`config.mk`:
```
export PLATFORM = sky130hd
export DESIGN_NAME = ddr4_lane_rx_slip_align
export DESIGN_NICKNAME = d
export VERILOG_FILES = /design/src/rtl/ddr4_phy_pkg.sv /design/src/rtl/ddr4_rx_word_cmp.sv /design/src/rtl/ddr4_lane_rx_slip_align.sv
export SDC_FILE = /design/constraint.sdc
export NUM_CORES = 1
export LEC_CHECK = 0
export ABC_CLOCK_PERIOD_IN_PS = 2680
export CELL_PAD_IN_SITES_DETAIL_PLACEMENT = 0
export CELL_PAD_IN_SITES_GLOBAL_PLACEMENT = 1
export CORE_ASPECT_RATIO = 1.75
export CORE_MARGIN = 3
export CORE_UTILIZATION = 40
export CTS_BUF_LIST = sky130_fd_sc_hd__clkbuf_8
export DETAILED_ROUTE_END_ITERATION = 10
export PLACE_DENSITY = 0.87
export REMOVE_ABC_BUFFERS = 1
export SLEW_MARGIN = 20
export SYNTH_ARGS = -nofsm -noshare
export SYNTH_HDL_FRONTEND = slang
export SYNTH_SLANG_ARGS = --single-unit
export TNS_END_PERCENT = 20
```
`constraint.sdc`:
```
create_clock -name FAB_CLK -period 2.68 [get_ports FAB_CLK]
set_clock_uncertainty 0.1 [all_clocks]
set_input_delay 0.402 -clock FAB_CLK [delete_from_list [all_inputs] [get_ports FAB_CLK]]
set_output_delay 0.402 -clock FAB_CLK [all_outputs]
set_load 0.01 [all_outputs]
```
`src/rtl/ddr4_phy_pkg.sv`:
```
// Shared DDR4 PHY types and constants for the lane read-side alignment logic.
// Latency: n/a (declarations only).
// Backpressure: n/a.
package ddr4_phy_pkg;

    localparam int SLIP_MAX = 7;
    localparam int WORD_W   = 8;

    localparam logic [WORD_W-1:0] TRAIN_PATTERN_DEF = 8'h0F;

    typedef enum logic [2:0] {
        ST_IDLE,
        ST_COMPARE,
        ST_SLIP,
        ST_SETTLE,
        ST_NEXT_BIT,
        ST_DONE,
        ST_FAIL
    } rx_train_state_t;

    // Width of a bit index; a single-bit lane still needs one index bit.
    function automatic int idx_w(input int n);
        return (n > 1) ? $clog2(n) : 1;
    endfunction

endpackage

```
`src/rtl/ddr4_rx_word_cmp.sv`:
```
// Selects the word of the bit under training, compares it to the pattern, counts consecutive matches.
// Latency: match/locked combinational from rx_q; match counter updates on the next edge.
// Backpressure: none; counting only advances while cmp_en is high.
module ddr4_rx_word_cmp
    import ddr4_phy_pkg::*;
#(
    parameter int                DQ_WIDTH      = 8,
    parameter logic [WORD_W-1:0] TRAIN_PATTERN = TRAIN_PATTERN_DEF,
    parameter int                MATCH_COUNT   = 4,
    parameter int                IDX_W         = 3
) (
    input  logic                       FAB_CLK,
    input  logic                       ARST_N,
    input  logic [DQ_WIDTH*WORD_W-1:0] rx_q,
    input  logic [IDX_W-1:0]           bit_idx,
    input  logic                       cmp_en,
    input  logic                       cnt_clr,
    output logic                       match,
    output logic                       locked
);

    logic [3:0]        match_cnt;
    logic [WORD_W-1:0] word;

    assign word   = rx_q[bit_idx*WORD_W +: WORD_W];
    assign match  = (word == TRAIN_PATTERN);
    // This compare is the one that completes the run of consecutive matches.
    assign locked = cmp_en && match && (match_cnt == 4'(MATCH_COUNT - 1));

    // Consecutive-match counter: any mismatch restarts the run from zero.
    always_ff @(posedge FAB_CLK or negedge ARST_N) begin
        if (!ARST_N) begin
            match_cnt <= '0;
        end else if (cnt_clr) begin
            match_cnt <= '0;
        end else if (cmp_en) begin
            match_cnt <= match ? match_cnt + 4'd1 : 4'd0;
        end
    end

endmodule

```
`src/rtl/ddr4_lane_rx_slip_align.sv`:
```
// Per-bit bit-slip training of a DQ lane's deserialised read data, then aligned read delivery.
// Latency: RX_DATA/RD_EN to RD_DATA/RD_VALID is 2 cycles; one slip decision every SETTLE_CYCLES+2 cycles.
// Backpressure: none; the read FIFO must accept every RD_VALID beat, TRAIN_START is ignored while busy.
module ddr4_lane_rx_slip_align
    import ddr4_phy_pkg::*;
#(
    parameter int                DQ_WIDTH      = 8,
    parameter logic [WORD_W-1:0] TRAIN_PATTERN = TRAIN_PATTERN_DEF,
    parameter int                MATCH_COUNT   = 4,
    parameter int                SETTLE_CYCLES = 6,
    localparam int               IDX_W         = idx_w(DQ_WIDTH)
) (
    input  logic                       FAB_CLK,
    input  logic                       ARST_N,
    input  logic                       TRAIN_START,
    input  logic                       RD_EN,
    input  logic [DQ_WIDTH*WORD_W-1:0] RX_DATA,
    output logic [DQ_WIDTH-1:0]        RX_BIT_SLIP,
    output logic                       TRAIN_BUSY,
    output logic                       TRAIN_DONE,
    output logic                       TRAIN_FAIL,
    output logic [IDX_W-1:0]           FAIL_BIT,
    output logic [DQ_WIDTH*3-1:0]      SLIP_COUNT,
    output logic [DQ_WIDTH*WORD_W-1:0] RD_DATA,
    output logic                       RD_VALID
);

    rx_train_state_t             state, state_nxt;
    logic [IDX_W-1:0]            bit_idx;
    logic [2:0]                  slip_cnt;
    logic [3:0]                  settle_cnt;
    logic [DQ_WIDTH*WORD_W-1:0]  rx_q;
    logic                        rd_en_q;
    logic                        start_ok;
    logic                        cmp_en;
    logic                        cnt_clr;
    logic                        match;
    logic                        locked;
    logic                        last_bit;

    assign start_ok = TRAIN_START &&
                      ((state == ST_IDLE) || (state == ST_DONE) || (state == ST_FAIL));
    assign last_bit = (bit_idx == IDX_W'(DQ_WIDTH - 1));

    ddr4_rx_word_cmp #(
        .DQ_WIDTH      (DQ_WIDTH),
        .TRAIN_PATTERN (TRAIN_PATTERN),
        .MATCH_COUNT   (MATCH_COUNT),
        .IDX_W         (IDX_W)
    ) u_word_cmp (
        .FAB_CLK (FAB_CLK),
        .ARST_N  (ARST_N),
        .rx_q    (rx_q),
        .bit_idx (bit_idx),
        .cmp_en  (cmp_en),
        .cnt_clr (cnt_clr),
        .match   (match),
        .locked  (locked)
    );

    // Training FSM state register.
    always_ff @(posedge FAB_CLK or negedge ARST_N) begin
        if (!ARST_N) begin
            state <= ST_IDLE;
        end else begin
            state <= state_nxt;
        end
    end

    // Next-state decode; the slip pulse is decoded from state so reset kills it at once.
    always_comb begin
        state_nxt   = state;
        RX_BIT_SLIP = '0;
        TRAIN_BUSY  = 1'b0;
        cmp_en      = 1'b0;
        cnt_clr     = start_ok;
        case (state)
            ST_IDLE, ST_DONE, ST_FAIL: begin
                if (TRAIN_START) state_nxt = ST_COMPARE;
            end
            ST_COMPARE: begin
                TRAIN_BUSY = 1'b1;
                cmp_en     = 1'b1;
                if (match) begin
                    if (locked) state_nxt = ST_NEXT_BIT;
                end else if (slip_cnt == 3'(SLIP_MAX)) begin
                    state_nxt = ST_FAIL;
                end else begin
                    state_nxt = ST_SLIP;
                end
            end
            ST_SLIP: begin
                TRAIN_BUSY  = 1'b1;
                RX_BIT_SLIP = DQ_WIDTH'(1) << bit_idx;
                state_nxt   = ST_SETTLE;
            end
            ST_SETTLE: begin
                TRAIN_BUSY = 1'b1;
                if (settle_cnt == 4'(SETTLE_CYCLES - 1)) state_nxt = ST_COMPARE;
            end
            ST_NEXT_BIT: begin
                TRAIN_BUSY = 1'b1;
                cnt_clr    = 1'b1;
                state_nxt  = last_bit ? ST_DONE : ST_COMPARE;
            end
            default: state_nxt = ST_IDLE;
        endcase
    end

    // Training datapath: bit index, slip/settle counters and the status outputs.
    always_ff @(posedge FAB_CLK or negedge ARST_N) begin
        if (!ARST_N) begin
            bit_idx    <= '0;
            slip_cnt   <= '0;
            settle_cnt <= '0;
            SLIP_COUNT <= '0;
            TRAIN_DONE <= 1'b0;
            TRAIN_FAIL <= 1'b0;
            FAIL_BIT   <= '0;
        end else if (start_ok) begin
            bit_idx    <= '0;
            slip_cnt   <= '0;
            settle_cnt <= '0;
            SLIP_COUNT <= '0;
            TRAIN_DONE <= 1'b0;
            TRAIN_FAIL <= 1'b0;
            FAIL_BIT   <= '0;
        end else begin
            case (state)
                ST_COMPARE: begin
                    if (!match && (slip_cnt == 3'(SLIP_MAX))) FAIL_BIT <= bit_idx;
                end
                ST_SLIP: begin
                    slip_cnt                    <= slip_cnt + 3'd1;
                    SLIP_COUNT[bit_idx*3 +: 3]  <= slip_cnt + 3'd1;
                    settle_cnt                  <= '0;
                end
                ST_SETTLE: begin
                    settle_cnt <= settle_cnt + 4'd1;
                end
                ST_NEXT_BIT: begin
                    if (!last_bit) begin
                        bit_idx  <= bit_idx + 1'b1;
                        slip_cnt <= '0;
                    end
                end
                ST_DONE: TRAIN_DONE <= 1'b1;
                ST_FAIL: TRAIN_FAIL <= 1'b1;
                default: ;
            endcase
        end
    end

    // Read path: register RX_DATA once, then hand gated words to the read FIFO.
    always_ff @(posedge FAB_CLK or negedge ARST_N) begin
        if (!ARST_N) begin
            rx_q     <= '0;
            rd_en_q  <= 1'b0;
            RD_DATA  <= '0;
            RD_VALID <= 1'b0;
        end else begin
            rx_q     <= RX_DATA;
            rd_en_q  <= RD_EN;
            RD_VALID <= rd_en_q && TRAIN_DONE;
            if (rd_en_q) RD_DATA <= rx_q;
        end
    end

endmodule

```
==> metrics.yaml, run 1 <==
status:
  status: "finished, final reports clean"
timing:
  timing.fmax_mhz: 390
  hold_viol: 0
  slew-limit-headroom_pct: 59.5
  fin_tns_setup_ns: 0
  period_share_pct: 95.6
  rsz0062_at_grt: "no"
  worst_pin_slew_ns: 0.608
  finalSetupViolations: 0
  final.min_clock_period_ns: 2.56
  slew_violations: 0
  timing.hold.ws_ns: 0.270
detailed_routing:
  dr.pass1.iters: 4
  wl_per_cell_um: 18.2
  drc: 0
  drt-initial-drc-count: 204
  vias: 4559
  viasPerCell: 5.03
  drt_wl_total_um: 16500
  drtAntennaViolNets: 0
global_route:
  grt_pass1_wl_um: 26200
  grtUsageTotal_pct: 18.4
  grt_max_degree: 52
  overflow: 0
  antenna_found_initial: 0
  grt_pass1_vias: 4992
setup_path:
  end_kind: "output pin"
  critical_path_class: "reg2out"
  slowest_stage: "clkdlybuf4s50_1"
  rr_startpoint: "rx_q[52]"
  regToRegSetupSlack_ns: 0.40
  path_cells: "nor3b_2, buf_4, and3_1, clkdlybuf4s50_1"
  worstReg2RegEnd: "FAIL_BIT[1]"
  cp_max_fo: 14
  worst_r2r_path_depth: 5
  cp-start-kind: "register"
  critPathArrivalTime_ns: 2.06
  cp.required_ns: 2.18
  critPathMaxStageDelay_ns: 0.54
cells_and_area:
  nets: 756
  register_area_sq_um: 4410
  multi_input_area_sq_um: 2170
  n_antenna_cell: 0
  areaGrowthSynthToFinish_pct: 37.0
  final_area_sq_um: 9150
  fill_cells: 1318
  layout-drive-gt1-share_pct: 18.6
  instances_no_fill: 907
worst_hold_path:
  hold_class: "in2reg"
  min_to: "rx_q[5]"
  holdCritStartpoint: "RX_DATA[5]"
  worstHoldPathCells: 1
clock_tree:
  numCtsBuffers: 17
  cts_root_buffer: "clkbuf_8"
  clock_latency_ns: 0.45
  clkTransAtPathRegs_ns: 0.11
  cts_tree: "yes"
  htreeDepth: 4
  cts_sinks: 176
  cts_buffer_depth: 2
power:
  p_seq_share_pct: 46.2
  power_density_nw_per_um2: 761
  leakagePower_nw: 3.93
  pwr-share-clk_pct: 25.6
  vdd_ir_drop_max_mv: 0.363
  p_switching_mw: 2.36
  p_int_mw: 4.60
  sw_frac_of_total_pct: 33.9
  p_comb_share_pct: 28.2
place:
  gp_congestion: 0.827
  dp.cells: 872
  io_buffers: 170
  placed_area_sq_um: 8710
  dp_hpwl_um: 12600
synthesis:
  synth_cell_types: 48
  synth_edf_count: 0
  yosys_warnings: 0
  yosysSeqAreaShare_pct: 66.0
  synthMostInstantiatedCell: "dfrtp_1"
  ys_seq_elements: 176
  synth_top_cell_area_share_pct: 66.0
  netlist_top_cells_area: "dfrtp_1, mux2_2, ha_1, nand2_1, a22o_1"
  ys_async_sr_fraction_pct: 100
  yosysTopAreaCell: "dfrtp_1"
  synth.avg_cell_area_sq_um: 13.7
  yosys_most_used_dff: "dfrtp_1"
  synthTopCellsByCount: "dfrtp_1, mux2_2, nand2_1"
  syn-cell-area_sq_um: 6680
  synthCells: 488
die:
  core_area_sq_um: 16100
  die_area_sq_um: 18300
  pin_count: 171
  std_cell_rows: 61
  die_w_um: 104
  initial_core_util_pct: 41.4
  die_h_um: 177
flow_run:
  cap_viol_max_count: 0
stage by stage:
step	setup slack [ns]	utilization, %	total power, mW
3_5_place_dp	0.415	54.1	5.21
3_3_place_gp	0.468	54.1	5.16
4_1_cts	0.0184	56.6	7.01
5_1_grt	0.0203	56.8	7.34
2_1_floorplan	0.385	-	4.23
6_report	0.118	56.8	6.96
state kept, by name, indices dropped and copies added (netlist names), 3 cells and up:
register	cells
bit_idx	3
SLIP_COUNT	24
rx_q	64
slip_cnt	3
settle_cnt	4
FAIL_BIT	3
RD_DATA	64
u_word_cmp.match_cnt	4
state	3
critical path: cells and delay by family (launching register included):
| family | cells | cell delay [ns] |
|---|---|---|
| simple gates | 2 | 0.36 |
| flops | 1 | 0.51 |
| buf+inv | 2 | 0.75 |
cells in the final DEF, fill, tap and decap left out, types with 2 or more instances in the layout:
master / count
a21oi_1: 6
a22o_1: 13
a32o_1: 2
and2_1: 9
and3_1: 7
and3b_1: 5
buf_12: 3
buf_4: 11
clkbuf_8: 18
clkdlybuf4s50_1: 169
clkinv_4: 2
clkinv_8: 3
clkinvlp_4: 2
dfrtp_1: 170
dfrtp_2: 6
ha_1: 14
inv_1: 8
inv_6: 3
inv_8: 4
mux2_2: 64
mux2i_1: 9
nand2_1: 33
nand2b_1: 2
nand3_1: 15
nand4_1: 3
nor2_1: 28
nor2b_1: 6
nor3_1: 6
nor3b_1: 2
nor4_1: 3
nor4_2: 3
o21ai_0: 20
o22ai_1: 3
o31ai_1: 3
or4_1: 6
xnor2_1: 2
xor2_1: 2
area by class of cell:
cell class / instances / area share (%)
timing repair buffer: 185 / 20.3
inverter: 9 / 0.410
clock buffer: 18 / 2.71
tap: 220 / 3.01
clock inverter: 14 / 1.63
sequential: 176 / 48.2
multi-input combinational: 285 / 23.7
how the worst max path moves through the flow:
stage	cells after the start	endpoint	start	slack, ns
after floorplan	8	SLIP_COUNT[0]	bit_idx[0]	0.38
after CTS	4	RX_BIT_SLIP[2]	state[2]	0.02
after global placement	5	FAIL_BIT[0]	rx_q[52]	0.47
after global routing	4	RX_BIT_SLIP[7]	bit_idx[1]	0.02
after detailed placement	5	FAIL_BIT[1]	rx_q[52]	0.41
final	4	RX_BIT_SLIP[1]	state[0]	0.12
layer usage:
| layer | routed length [um] | global-route usage [%] | vias to the layer above |
|---|---|---|---|
| met5 | 0 | 0 | - |
| met4 | 637 | 9.65 | 0 |
| met3 | 738 | 3.61 | 34 |
| met2 | 9360 | 35.1 | 127 |
| met1 | 5790 | 18.9 | 2292 |
| li1 | - | - | 2106 |
cells by family (layout without fill, tap and decap cells):
family / Yosys count / after routing / synth area share (%)
AOI/OAI and AO/OA: 60 / 60 / 6.50
xor gates and xnor gates: 4 / 4 / 0.525
adders and majority gates: 14 / 14 / 2.62
buffers and inverters: 27 / 226 / 1.59
DFF: 176 / 176 / 66.0
muxes: 73 / 73 / 12.1
and+or+nand+nor: 134 / 134 / 10.6
power by group through the flow:
stage                     Sequential [mW]  Combinational (mW)  Clock (mW)
final                                3.22                1.96        1.78
after global routing                 3.26                2.14        1.94
after CTS                            3.21                1.96        1.84
after detailed placement             3.26                1.95           0
after global placement               3.24                1.91           0
after floorplan                      3.30               0.926           0
timing repair:
action	4_1_cts	5_1_grt
hold buffers	1	0
buffers inserted	0	2
gates resized for setup	2	6
endpoints found under the hold margin	48	0
setup endpoints to repair	8	9
Power figures use the tool's default switching activity.
==> run 2: changes to the inputs <==
PLACE_DENSITY = 0.9   (was 0.87)
==> metrics.yaml, run 2 (same netlist as run 1, synthesis figures left out) <==
place:
  dp_hpwl_um: 12700  # +0.92%
  gp_congestion: 0.838  # +1.3%
  io_buffers: 170  # unchanged
setup_path:
  rr_startpoint: "bit_idx[2]"
  critPathArrivalTime_ns: 2.12  # +0.06 ns
  worstReg2RegEnd: "SLIP_COUNT[0]"
  cp.required_ns: 2.18  # about the same
  end_kind: "output pin"
  critPathMaxStageDelay_ns: 0.55  # about the same
  regToRegSetupSlack_ns: 0.39  # about the same
  cp_max_fo: 11  # -3
  cp-start-kind: "register"
  slowest_stage: "clkdlybuf4s50_1"
  critical_path_class: "reg2out"
  worst_r2r_path_depth: 7  # +2
  path_cells: "nor3b_4, buf_4, and3_1, clkdlybuf4s50_1"
power:
  power_density_nw_per_um2: 765  # +0.42%
  leakagePower_nw: 3.99  # +1.6%
  vdd_ir_drop_max_mv: 0.600  # +65%
cells_and_area:
  nets: 756  # unchanged
  areaGrowthSynthToFinish_pct: 37.4
  top_regs: "RD_DATA (64), rx_q (64), SLIP_COUNT (24)"
  n_antenna_cell: 0  # unchanged
  final_common_cell: "dfrtp_1"
  layout-drive-gt1-share_pct: 18.6  # unchanged
  final_core_util_pct: 57.0  # +0.17 points
  most-common-layout-cells: "dfrtp_1, clkdlybuf4s50_1, mux2_2, nand2_1, nor2_1"
  fill_cells: 1337  # +1.4%
detailed_routing:
  drt-initial-drc-count: 176  # -14%
  dr.pass1.iters: 4  # unchanged
  viasPerCell: 5.03  # about the same
  wl_per_cell_um: 18.7  # +2.7%
  drt_wl_total_um: 17000  # +2.7%
  vias: 4560  # +0.022%
  drc: 0  # unchanged
  drtAntennaViolNets: 0  # unchanged
worst_hold_path:
  hold_class: "in2reg"
  min_to: "rd_en_q"
  worstHoldPathCells: 1  # unchanged
  holdCritStartpoint: "RD_EN"
global_route:
  grt_pass1_wl_um: 27000  # +3.3%
  antenna_found_initial: 0  # unchanged
  grt_max_degree: 66  # +27%
  busiest_layer: "met2"
  grtUsageMet1_pct: 20.2  # +1.2 points
  grt_util_met2_pct: 36.1  # +0.98 points
  grt_pass1_vias: 5019  # +0.54%
  met3_usage_pct: 3.87  # +0.26 points
  grtUsageTotal_pct: 19.0  # +0.56 points
  overflow: 0  # unchanged
clock_tree:
  htreeDepth: 4  # unchanged
  cts_buffer_depth: 2  # unchanged
  numCtsBuffers: 17  # unchanged
  cts_sinks: 176  # unchanged
  cts_tree: "yes"
  cts_root_buffer: "clkbuf_8"
  clock_latency_ns: 0.45  # about the same
  clkTransAtPathRegs_ns: 0.10  # about the same
die:
  std_cell_rows: 61  # unchanged
  die_w_um: 104  # unchanged
  core_area_sq_um: 16100  # unchanged
  die_area_sq_um: 18300  # unchanged
  initial_core_util_pct: 41.4  # unchanged
  die_h_um: 177  # unchanged
  pin_count: 171  # unchanged
timing:
  worst_pin_slew_ns: 0.665  # +0.0578 ns
  final.min_clock_period_ns: 2.63  # +0.0637 ns
  finalSetupViolations: 0  # unchanged
  period_share_pct: 98.0  # +2.4 points
  slew_violations: 0  # unchanged
  hold_viol: 0  # unchanged
  fin_tns_setup_ns: 0  # unchanged
  slew-limit-headroom_pct: 55.3  # -4.2 points
  timing.fmax_mhz: 381  # -2.4%
status:
  status: "finished, final reports clean"
flow_run:
  cap_viol_max_count: 0  # unchanged
[run 2: final cells by class]
| cell class | instances | area (sq um) | share of cell area (%) |
|---|---|---|---|
| sequential | 176 | 4410 | 48.1 |
| multi-input combinational | 285 | 2180 | 23.7 |
| timing repair buffer | 185 | 1870 | 20.4 |
| tap | 220 | 275 | 3.00 |
| clock buffer | 17 | 234 | 2.55 |
| clock inverter | 15 | 171 | 1.87 |
| inverter | 9 | 33.8 | 0.368 |
[run 2: per-stage QoR]
stage          std cells  worst slack, ns  hold slack, ns  instance area (sq um)  total power [mW]
3_5_place_dp         872            0.406           0.329                   8710              5.20
4_1_cts              905           0.0219           0.241                   9130              7.02
3_3_place_gp         872            0.499           0.314                   8710              5.11
2_1_floorplan        470            0.385         0.00641                   6600              4.23
5_1_grt              907          -0.0123           0.234                   9170              7.39
6_report             907           0.0540           0.272                   9170              7.01
[run 2: what timing repair did]
| item | in CTS | in global routing |
|---|---|---|
| buffers inserted | 0 | 1 |
| gates resized for setup | 2 | 11 |
| endpoints found under the hold margin | 57 | 0 |
| cloned | 0 | 1 |
| hold buffers | 1 | 0 |
| setup endpoints to repair | 2 | 8 |
[run 2: worst max-delay path: cells and delay by family (launching register included)]
family / cells / cell delay (ns)
flops: 1 / 0.50
buf+inv: 2 / 0.74
simple gates: 2 / 0.44
[run 2: worst max path at each step]
stage	to	depth (start not counted)	start	slack (ns)
after floorplan	SLIP_COUNT[0]	8	bit_idx[0]	0.38
after global placement	FAIL_BIT[1]	5	rx_q[36]	0.50
after detailed placement	SLIP_COUNT[0]	8	bit_idx[1]	0.41
after CTS	RX_BIT_SLIP[6]	4	state[0]	0.02
after global routing	RX_BIT_SLIP[6]	4	state[2]	-0.01
final	RX_BIT_SLIP[6]	4	state[2]	0.05
[run 2: routing by layer]
layer  vias to the layer above  part of all wire (%)
li1                       2100                     -
met4                         0                   3.2
met2                       147                    57
met3                        33                   4.3
met1                      2280                    36
met5                         -                     0
[run 2: power by group]
group,switching (mW),internal (mW),total [mW]
clock network,1.09,0.711,1.80
registers,0.267,2.94,3.20
logic,1.06,0.943,2.01
==> run 3: changes to the inputs <==
CELL_PAD_IN_SITES_DETAIL_PLACEMENT = default   (was 0)
CELL_PAD_IN_SITES_GLOBAL_PLACEMENT = default   (was 1)
CTS_CLUSTER_SIZE = 40   (was default)
PLACE_DENSITY = 0.76   (was 0.9)
==> metrics.yaml, run 3 (same netlist as run 1, synthesis figures left out) <==
die:
  std_cell_rows: 61  # unchanged
  die_w_um: 104  # unchanged
  die_h_um: 177  # unchanged
  core_area_sq_um: 16100  # unchanged
  pin_count: 171  # unchanged
  die_area_sq_um: 18300  # unchanged
  initial_core_util_pct: 41.4  # unchanged
setup_path:
  regToRegSetupSlack_ns: 0.44  # +0.05 ns
  worstReg2RegEnd: "SLIP_COUNT[12]"
  cp.required_ns: 2.18  # about the same
  worst_r2r_path_depth: 6  # -1
  end_kind: "output pin"
  critPathArrivalTime_ns: 2.08  # -0.04 ns
  critical_path_class: "reg2out"
  rr_startpoint: "state[0]"
  cp_max_fo: 6  # -5
  cp-start-kind: "register"
detailed_routing:
  dr.pass1.iters: 5  # +1
  drc: 0  # unchanged
  drt_wl_total_um: 16400  # -3.4%
  wl_per_cell_um: 17.9  # -4.4%
  vias: 4610  # +1.1%
  viasPerCell: 5.03  # +0.10%
  drt-initial-drc-count: 139  # -21%
  drtAntennaViolNets: 0  # unchanged
place:
  gp_congestion: 0.837  # -0.16%
  dp_hpwl_um: 12200  # -4.0%
  placed_area_sq_um: 8690  # -0.26%
  io_buffers: 170  # unchanged
timing:
  worst_pin_slew_ns: 0.696  # +0.0309 ns
  final.min_clock_period_ns: 2.58  # -0.0486 ns
  slew_violations: 0  # unchanged
  hold_viol: 0  # unchanged
  timing.fmax_mhz: 388  # +1.9%
  finalSetupViolations: 0  # unchanged
  slew-limit-headroom_pct: 53.2  # -2.1 points
  period_share_pct: 96.2  # -1.8 points
power:
  p_comb_share_pct: 29.5  # +0.9 points
  pwr-share-clk_pct: 26.8  # +1.1 points
  leakagePower_nw: 4.01  # +0.44%
  p_switching_mw: 2.37  # -2.1%
  sw_frac_of_total_pct: 32.9  # -1.7 points
  power_density_nw_per_um2: 779  # +1.9%
  power_mw: 7.22  # +2.9%
  p_int_mw: 4.85  # +5.6%
  p_seq_share_pct: 43.8  # -1.9 points
  vdd_ir_drop_max_mv: 0.453  # -25%
clock_tree:
  clkTransAtPathRegs_ns: 0.10  # about the same
  cts_buffer_depth: 2  # unchanged
  cts_root_buffer: "clkbuf_8"
  numCtsBuffers: 17  # unchanged
  cts_sinks: 176  # unchanged
  htreeDepth: 4  # unchanged
  cts_tree: "yes"
  clock_latency_ns: 0.47  # +0.02 ns
global_route:
  antenna_found_initial: 0  # unchanged
  overflow: 0  # unchanged
  grt_pass1_wl_um: 26200  # -3.0%
  grtUsageTotal_pct: 18.5  # -0.52 points
  grt_max_degree: 75  # +14%
  grt_pass1_vias: 4998  # -0.42%
worst_hold_path:
  min_to: "rx_q[21]"
  holdCritStartpoint: "RX_DATA[21]"
  hold_class: "in2reg"
  worstHoldPathCells: 1  # unchanged
cells_and_area:
  n_antenna_cell: 0  # unchanged
  areaGrowthSynthToFinish_pct: 38.8
  layout-drive-gt1-share_pct: 19.8  # +1.2 points
  final_common_cell: "dfrtp_1"
  final_core_util_pct: 57.5  # +0.56 points
  most-common-layout-cells: "dfrtp_1, clkdlybuf4s50_1, mux2_2, nand2_1, nor2_1"
  nets: 765  # +1.2%
  fill_cells: 1278  # -4.4%
  final_area_sq_um: 9260  # +0.98%
  register_area_sq_um: 4410  # unchanged
  top_regs: "RD_DATA (64), rx_q (64), SLIP_COUNT (24)"
  multi_input_area_sq_um: 2170  # -0.17%
status:
  status: "finished, final reports clean"
flow_run:
  cap_viol_max_count: 0  # unchanged
## run 3: how the worst max path moves through the flow
stage,slack (ns),depth (start not counted),startpoint,endpoint
3_5_place_dp,0.43,5,bit_idx[0],RX_BIT_SLIP[7]
6_report,0.10,5,bit_idx[1],RX_BIT_SLIP[4]
3_3_place_gp,0.48,5,bit_idx[0],RX_BIT_SLIP[7]
4_1_cts,-0.009,5,bit_idx[0],RX_BIT_SLIP[7]
2_1_floorplan,0.38,8,bit_idx[0],SLIP_COUNT[0]
5_1_grt,-0.003,5,bit_idx[1],RX_BIT_SLIP[4]
## run 3: per-layer routing
metal / wire [um] / vias up / global-route usage, %
li1: - / 2120 / -
met1: 5750 / 2305 / 19.0
met2: 9140 / 141 / 34.2
met3: 756 / 44 / 4.13
met4: 747 / 0 / 10.7
met5: 0 / - / 0
## run 3: repair_timing
action,CTS,global route
resized for setup,3,9
pin swaps,0,1
buffers inserted,0,13
hold buffers,1,0
hold endpoints to repair,72,0
endpoints found under the setup margin,8,8
gates cloned,0,1
## run 3: per-stage QoR
stage	setup slack, ns	cells	hold slack, ns	TNS (ns)
finish	0.103	916	0.259	0
global route	-0.00310	916	0.230	-0.00406
CTS	-0.00852	902	0.226	-0.00852
detailed placement	0.434	869	0.372	0
global placement	0.485	869	0.355	0
floorplan	0.385	470	0.00641	0
## run 3: layout make-up
| class | count | area share, % |
|---|---|---|
| Tap cell | 220 | 2.97 |
| Timing Repair Buffer | 194 | 21.0 |
| Inverter | 9 | 0.365 |
| Clock buffer | 17 | 2.53 |
| Clock inverter | 15 | 2.09 |
| Sequential cell | 176 | 47.6 |
| Multi-Input combinational cell | 285 | 23.5 |
## run 3: critical path, cell delays in order, from the launching register on
cell and delay (ns):
dfrtp_2 0.45, inv_1 0.13, ha_2 0.20, ha_1 0.15
and2_1 0.14, clkdlybuf4s50_1 0.54
## run 3: power groups by stage
stage / Clock [mW] / Sequential [mW] / Combinational [mW]
after global placement: 0 / 3.21 / 1.87
after floorplan: 0 / 3.30 / 0.926
after CTS: 1.99 / 3.18 / 1.96
after detailed placement: 0 / 3.22 / 1.94
final: 1.93 / 3.16 / 2.13
after global routing: 2.10 / 3.20 / 2.34
